## config.mk

```make
export PLATFORM = sky130hd
export DESIGN_NAME = fpu_shift_arbiter
export DESIGN_NICKNAME = d
export VERILOG_FILES = /design/src/rtl/fpu_shift_arbiter.sv
export SDC_FILE = /design/constraint.sdc
export NUM_CORES = 1
export LEC_CHECK = 0
export CAP_MARGIN = 0
export CORE_AREA = 8 8 179 181
export CTS_BUF_LIST = sky130_fd_sc_hd__clkbuf_4 sky130_fd_sc_hd__clkbuf_8 sky130_fd_sc_hd__clkbuf_16
export CTS_CLUSTER_DIAMETER = 60
export DETAILED_ROUTE_END_ITERATION = 8
export DIE_AREA = 0 0 187 189
export PLACE_DENSITY = 0.8
export SYNTH_ARGS = -nofsm -noshare
export SYNTH_HDL_FRONTEND = slang
export SYNTH_SLANG_ARGS = --single-unit
```

## constraint.sdc

```tcl
create_clock -name clk_i -period 3.5 [get_ports clk_i]
set_input_delay 0.7 -clock clk_i [delete_from_list [all_inputs] [get_ports clk_i]]
set_output_delay 0.7 -clock clk_i [all_outputs]
set_load 0.02 [all_outputs]
```

## src/rtl/fpu_shift_arbiter.sv

```systemverilog
// +----------------------------------------------------------------------------+
// | fpu_shift_arbiter: round-robin arbiter sharing one left barrel shifter     |
// | between two FPU requesters; right shifts via bit reversal.                 |
// | Optional sticky output enabled by macro FPU_SHIFT_ARB_STICKY_EN.           |
// | Revision: 1.0                                                              |
// +----------------------------------------------------------------------------+
`default_nettype none

module fpu_utils_shift #(
  parameter int DATA_WIDTH  = 77,
  parameter int SHAMT_WIDTH = 7
) (
  input  logic [DATA_WIDTH-1:0]  i_data,
  input  logic [SHAMT_WIDTH-1:0] i_shamt,
  output logic [DATA_WIDTH-1:0]  o_data
);
  // Shift amounts at or beyond the width naturally produce zero.
  assign o_data = i_data << i_shamt;
endmodule

module fpu_shift_arbiter #(
  parameter int DATA_WIDTH  = 77,
  parameter int SHAMT_WIDTH = 7,
  parameter int TAG_WIDTH   = 4
) (
  input  logic                     clk_i,
  input  logic                     rst_i,
  input  logic                     flush_i,
  input  logic [1:0]               req_valid_i,
  output logic [1:0]               req_ready_o,
  input  logic [2*DATA_WIDTH-1:0]  req_data_i,
  input  logic [2*SHAMT_WIDTH-1:0] req_shamt_i,
  input  logic [1:0]               req_dir_i,
  input  logic [2*TAG_WIDTH-1:0]   req_tag_i,
  output logic                     resp_valid_o,
  input  logic                     resp_ready_i,
  output logic [DATA_WIDTH-1:0]    resp_data_o,
  output logic [TAG_WIDTH-1:0]     resp_tag_o,
  output logic                     resp_src_o,
  output logic                     resp_sticky_o
);

  logic                   r_valid;
  logic [DATA_WIDTH-1:0]  r_data;
  logic [TAG_WIDTH-1:0]   r_tag;
  logic                   r_src;
  logic                   r_rr;

  logic                   w_can_acc;
  logic                   w_grant_vld;
  logic                   w_grant;
  logic                   w_accept;
  logic [DATA_WIDTH-1:0]  w_sel_data;
  logic [SHAMT_WIDTH-1:0] w_sel_shamt;
  logic                   w_sel_dir;
  logic [TAG_WIDTH-1:0]   w_sel_tag;
  logic [DATA_WIDTH-1:0]  w_rev_data;
  logic [DATA_WIDTH-1:0]  w_shl_in;
  logic [DATA_WIDTH-1:0]  w_shl_out;
  logic [DATA_WIDTH-1:0]  w_rev_out;
  logic [DATA_WIDTH-1:0]  w_shift_res;

  assign w_can_acc   = (!r_valid || resp_ready_i) && !flush_i && !rst_i;
  assign w_grant_vld = |req_valid_i;
  assign w_grant     = (req_valid_i == 2'b11) ? r_rr : req_valid_i[1];
  assign req_ready_o = {w_can_acc & w_grant_vld & w_grant,
                        w_can_acc & w_grant_vld & ~w_grant};
  assign w_accept    = |(req_valid_i & req_ready_o);

  assign w_sel_data  = w_grant ? req_data_i[2*DATA_WIDTH-1:DATA_WIDTH]
                               : req_data_i[DATA_WIDTH-1:0];
  assign w_sel_shamt = w_grant ? req_shamt_i[2*SHAMT_WIDTH-1:SHAMT_WIDTH]
                               : req_shamt_i[SHAMT_WIDTH-1:0];
  assign w_sel_tag   = w_grant ? req_tag_i[2*TAG_WIDTH-1:TAG_WIDTH]
                               : req_tag_i[TAG_WIDTH-1:0];
  assign w_sel_dir   = w_grant ? req_dir_i[1] : req_dir_i[0];

  // Right shift = reverse, shift left, reverse back.
  generate
    for (genvar i = 0; i < DATA_WIDTH; i++) begin : g_rev
      assign w_rev_data[i] = w_sel_data[DATA_WIDTH-1-i];
      assign w_rev_out[i]  = w_shl_out[DATA_WIDTH-1-i];
    end
  endgenerate

  assign w_shl_in    = w_sel_dir ? w_rev_data : w_sel_data;
  assign w_shift_res = w_sel_dir ? w_rev_out : w_shl_out;

  fpu_utils_shift #(
    .DATA_WIDTH  (DATA_WIDTH),
    .SHAMT_WIDTH (SHAMT_WIDTH)
  ) u_shift (
    .i_data  (w_shl_in),
    .i_shamt (w_sel_shamt),
    .o_data  (w_shl_out)
  );

  always_ff @(posedge clk_i or posedge rst_i) begin
    if (rst_i) begin
      r_valid <= 1'b0;
      r_data  <= '0;
      r_tag   <= '0;
      r_src   <= 1'b0;
      r_rr    <= 1'b0;
    end else if (w_accept) begin
      r_valid <= 1'b1;
      r_data  <= w_shift_res;
      r_tag   <= w_sel_tag;
      r_src   <= w_grant;
      r_rr    <= ~w_grant;
    end else if (flush_i || resp_ready_i) begin
      r_valid <= 1'b0;
    end
  end

`ifdef FPU_SHIFT_ARB_STICKY_EN
  logic                  r_sticky;
  logic [DATA_WIDTH-1:0] w_mask;
  logic                  w_sticky;

  // Mask marks the original bits that survive a right shift; the rest are lost.
  fpu_utils_shift #(
    .DATA_WIDTH  (DATA_WIDTH),
    .SHAMT_WIDTH (SHAMT_WIDTH)
  ) u_mask_shift (
    .i_data  ({DATA_WIDTH{1'b1}}),
    .i_shamt (w_sel_shamt),
    .o_data  (w_mask)
  );

  assign w_sticky = w_sel_dir & (|(w_sel_data & ~w_mask));

  always_ff @(posedge clk_i or posedge rst_i) begin
    if (rst_i) begin
      r_sticky <= 1'b0;
    end else if (w_accept) begin
      r_sticky <= w_sticky;
    end
  end

  assign resp_sticky_o = r_sticky;
`else
  assign resp_sticky_o = 1'b0;
`endif

  assign resp_valid_o = r_valid;
  assign resp_data_o  = r_data;
  assign resp_tag_o   = r_tag;
  assign resp_src_o   = r_src;

endmodule

`default_nettype wire

```

==> metrics.md, run 1 <==
| Metric | Value |
|---|---|
| Syn_area_per_cell | `7.38 um^2` |
| Sequential-to-total area share from yosys stat | `0.131` |
| Net Count, Synth | `2362` |
| Fail Step | `5_1_grt` |
| CTS root buf | `clkbuf_16` |
| Post-synth EDFFs | `0` |
| Num ports | `270` |
| #FFs+latches synth | `84` |
| Synth Flop Type | `dfrtp_1` |
| Initial Util | `0.550` |
| Cell row count | `63` |
| GR repair worst EP | `resp_data_o[21]$_DFFE_PP0P_/D` |
| Dpl hpwl | `74100 um` |
| Synth unique cells | `95` |
| Run Error | `[ERROR GRT-0232] Routing congestion too high. Check the congestion heatmap in the GUI.` |
| Yosys warns | `0` |
| Synth async-reset ratio | `1.00` |
| Cell area after synthesis | `16100 um^2` |
| CTS HTree Levels | `3` |
| Top-area cell type share of the netlist area | `0.131` |
| Worst endpoint pin kind | `sequential cell input` |
| Top cell type by total area after synthesis | `dfrtp_1` |
| Die Span X | `187 um` |
| Largest net degree at the start of global routing | `57` |
| GP Congestion | `1.40` |
| Run status | `aborted with a tool error` |
| Max clock buf depth | `2` |
| GRT overflow | `462` |
| Cts hold-fix bufs | `0` |
| Sink Count | `84` |
| Ranking of synthesized cells by area | `dfrtp_1 (13%), mux2i_1 (9.3%), a21oi_1 (5.7%), o21ai_0 (5.4%), mux2_2 (5.1%)` |
| Total GRT Usage | `0.829` |
| Port-buffer cells | `268` |
| Placed cells | `3251` |
| Synthesized instance count | `2178` |
| Post-Place Cell Area | `23300 um^2` |
| Die H | `189 um` |
| Top post-synthesis cells by count | `a21oi_1 (182), o21ai_0 (172), nand2_1 (159), nor2_1 (154), mux2i_1 (150)` |
| Total CTS buffers | `9` |
| Most common cell in the synthesized netlist | `a21oi_1` |
stage by stage:
step                 util  worst slack, ps
CTS                 0.819            0.572
detailed placement  0.797             -959
global placement    0.797             -892
floorplan               -             76.9
metal layers:
layer | overflow | global-route usage
met4 | 149 | 0.806
met5 | 3 | 0.595
met1 | 34 | 0.813
met2 | 243 | 0.936
met3 | 33 | 0.760
kinds of logic after synthesis:
family	Yosys count	share of synthesized area
AO/OA/AOI/OAI	941	0.410
buffers and inverters	249	0.0855
flip-flops	84	0.131
multiplexers	240	0.168
other	1	0.000233
AND/OR/NAND/NOR	663	0.205
timing repair:
action	in CTS
setup buffers	8
endpoints found under the setup margin	79
gates resized for setup	53
pin swaps	10
gates cloned	2
==> run 2: changes to the inputs <==
Settings changed: CORE_AREA 8 8 179 181 to 8 8 210 212, CTS_BUF_LIST sky130_fd_sc_hd__clkbuf_4 sky130_fd_sc_hd__clkbuf_8 sky130_fd_sc_hd__clkbuf_16 to unset, CTS_CLUSTER_DIAMETER 60 to unset, DIE_AREA 0 0 187 189 to 0 0 218 220, PLACE_DENSITY 0.8 to unset, PLACE_DENSITY_LB_ADDON set to 0.15.
==> run 2 against run 1 <==
The flow now finishes, with violations (negative setup slack). Area after synthesis is the same. Synthesized cell count is the same.
==> metrics.md, run 2 <==
| Metric | Value |
|---|---|
| Net Count, Synth | `2362` |
| Top cell type by total area after synthesis | `dfrtp_1` |
| Leak | `0.0115 uW` |
| Worst skew pair latency | `350 ps` |
| GP Congestion | `1.11` |
| Sw frac | `0.490` |
| Layout Nets | `3310` |
| Drt via density | `6.95` |
| Initial Util | `0.396` |
| Final setup fails | `18` |
| Cell area after synthesis | `16100 um^2` |
| Vias | `25468` |
| Worst-Margin Slew | `864 ps` |
| CTS root buf | `clkbuf_16` |
| Largest net degree at the start of global routing | `74` |
| Failing checks | `negative setup slack` |
| Sequential-to-total area share from yosys stat | `0.131` |
| Die H | `220 um` |
| Detail Route Antenna Nets | `0` |
| Critical-path maximum fanout | `18` |
| Syn_area_per_cell | `7.38 um^2` |
| Hold Crit Class | `flip-flop to flip-flop` |
| Post-Place Cell Area | `24800 um^2` |
| Yosys warns | `0` |
| Sw power | `4890 uW` |
| Final worst setup slack | `-158 ps` |
| Crit share post-route | `1.05` |
| Finished Cell Area | `27400 um^2` |
| Total CTS buffers | `9` |
| Most common cell in the synthesized netlist | `a21oi_1` |
| Hold violation total from the final report | `0` |
| Maximum vdd drop | `0.254 mV` |
| Fmax | `273 MHz` |
| Placed cells | `3570` |
| Crit path largest cell delay | `590 ps` |
| RSZ-0062 raised after global routing | `yes` |
| Most common cell after layout, fill and taps aside | `buf_4` |
| Slew Limit Fails | `0` |
| GRT overflow | `0` |
| Top-area cell type share of the netlist area | `0.131` |
| DIE AREA | `48000 um^2` |
| Num ports | `270` |
| DR DRC count | `0` |
| FF/Latch Area | `2100 um^2` |
| Worst setup path class | `flip-flop to flip-flop` |
| Tmin final | `3660 ps` |
| Clock Pin Slew Worst Setup and Hold Paths | `70 ps` |
| Area Overhead vs Synth | `70.5%` |
| WP data arrival | `3900 ps` |
| Synth async-reset ratio | `1.00` |
| Power density over the cells | `364 nW/um^2` |
| Internal power | `5090 uW` |
| Sink Count | `84` |
| Post-synth EDFFs | `0` |
| Post-Place Setup Slack | `-1150 ps` |
| Combinational Power Share | `0.765` |
| Final wirelength | `112000 um` |
| WL/cell | `30.5 um` |
| Synth unique cells | `95` |
| Dpl hpwl | `90300 um` |
| CP max-delay cell | `a222oi_1` |
| Synth Flop Type | `dfrtp_1` |
| Fillcell total | `3363` |
| Core box area | `40600 um^2` |
| First-pass GRT wire length | `159000 um` |
| Run status | `finished, violations left` |
| Cell row count | `74` |
| Cell chain of the critical path | `nand2b_4 > buf_12 > nand2_4 > buf_4 > mux2_2 > buf_6 > nor2_1 > buf_12 > a222oi_1 > buf_4 > nor2_1 > o32a_1` |
| Worst slew margin | `0.424` |
| Iteration-0 DRC count of the detailed router | `3914` |
| Startpoint types | `flip-flop` |
| Cts hold-fix bufs | `0` |
| Area of the multi-input gates | `14000 um^2` |
| Layout cells sized above 1 | `0.408` |
| Utilization after layout | `0.676` |
| CTS HTree Levels | `3` |
| Vias in the first global route | `24426` |
| Die Span X | `218 um` |
| Critical path data required time | `3740 ps` |
| Synthesized instance count | `2178` |
| Length of the first detailed-routing pass in iterations | `9` |
| # diodes | `0` |
| Top post-synthesis cells by count | `a21oi_1 (182), o21ai_0 (172), nand2_1 (159), nor2_1 (154), mux2i_1 (150)` |
| Non-filler cells, final | `3663` |
| Seq pwr share | `0.136` |
| Max Clock Skew | `10.1 ps` |
| TritonCTS clock tree | `done` |
| Max clock buf depth | `2` |
| Port-buffer cells | `268` |
| CP Capture Type | `flip-flop` |
| Initial antenna violation count | `5` |
| MaxCap Viol Count | `0` |
| Most frequent cells in the layout | `buf_4 (821), clkdlybuf4s50_1 (257), a21oi_1 (159), nand2_1 (156), o21ai_0 (143)` |
| Ranking of synthesized cells by area | `dfrtp_1 (13%), mux2i_1 (9.3%), a21oi_1 (5.7%), o21ai_0 (5.4%), mux2_2 (5.1%)` |
| Max reg flops | `77` |
| #FFs+latches synth | `84` |
| Setup TNS Final | `-1040 ps` |
| Clock power share | `0.099` |
| Total GRT Usage | `0.437` |
run 2: critical path: cells and delay by family (launching register included):
family | cells | cell delay [ps]
AO/OA/AOI/OAI | 2 | 880
buffers and inverters | 5 | 1050
AND/OR/NAND/NOR | 4 | 590
multiplexers | 1 | 480
flip-flops | 1 | 500
run 2: through the flow:
stage	hold WS, ps	total power [uW]
after floorplan	471	4310
after global placement	461	7880
after detailed placement	479	7950
after CTS	494	9320
after global routing	521	10200
final	496	9980
run 2: cell families after synthesis:
logic type / after synthesis / synth area share
other cells: 1 / 0.000233
simple gates: 663 / 0.205
flops: 84 / 0.131
buf+inv: 249 / 0.0855
compound gates: 941 / 0.410
mux: 240 / 0.168
run 2: per-layer routing:
layer | track usage | vias to the layer above | wire length [um]
li1 | - | 10542 | -
met1 | 0.548 | 12053 | 41800
met4 | 0.263 | 4 | 8740
met5 | 0 | - | 27
met2 | 0.661 | 2247 | 46600
met3 | 0.122 | 622 | 14400
run 2: path summary, 6_finish.rpt:
path,endpoint,slack [ps],depth (start not counted),startpoint
min in group asynchronous,resp_valid_o,900,3,rst_i
setup / recovery,resp_data_o[56],-160,12,r_rr
max in group asynchronous,resp_data_o[71],1920,4,rst_i
hold / removal,resp_data_o[37],500,1,resp_data_o[37]
setup reg to reg,resp_data_o[56],-160,12,r_rr
hold reg to reg,resp_data_o[37],500,1,resp_data_o[37]
run 2: power by group through the flow:
stage,Combinational [uW],Clock (uW),Sequential (uW)
after floorplan,2720,0,1590
after global placement,6520,0,1360
after detailed placement,6580,0,1370
after CTS,6990,984,1350
after global routing,7840,1020,1370
final,7640,984,1360
run 2: what timing repair did:
action / in CTS / in global routing
endpoints found under the setup margin: 79 / 77
pin swaps: 43 / 53
setup buffers: 52 / 22
gates resized for setup: 160 / 185
gates cloned: 4 / 3
run 2: cell type report:
cell class,instances,area share
multi-input cells,1846,0.510
clock buffers,9,0.00822
repair buffers,1174,0.377
well taps,532,0.0243
clock inverters,7,0.00297
inverters,11,0.00164
flip-flops and latches,84,0.0767
(Power assumes the default switching activity.)
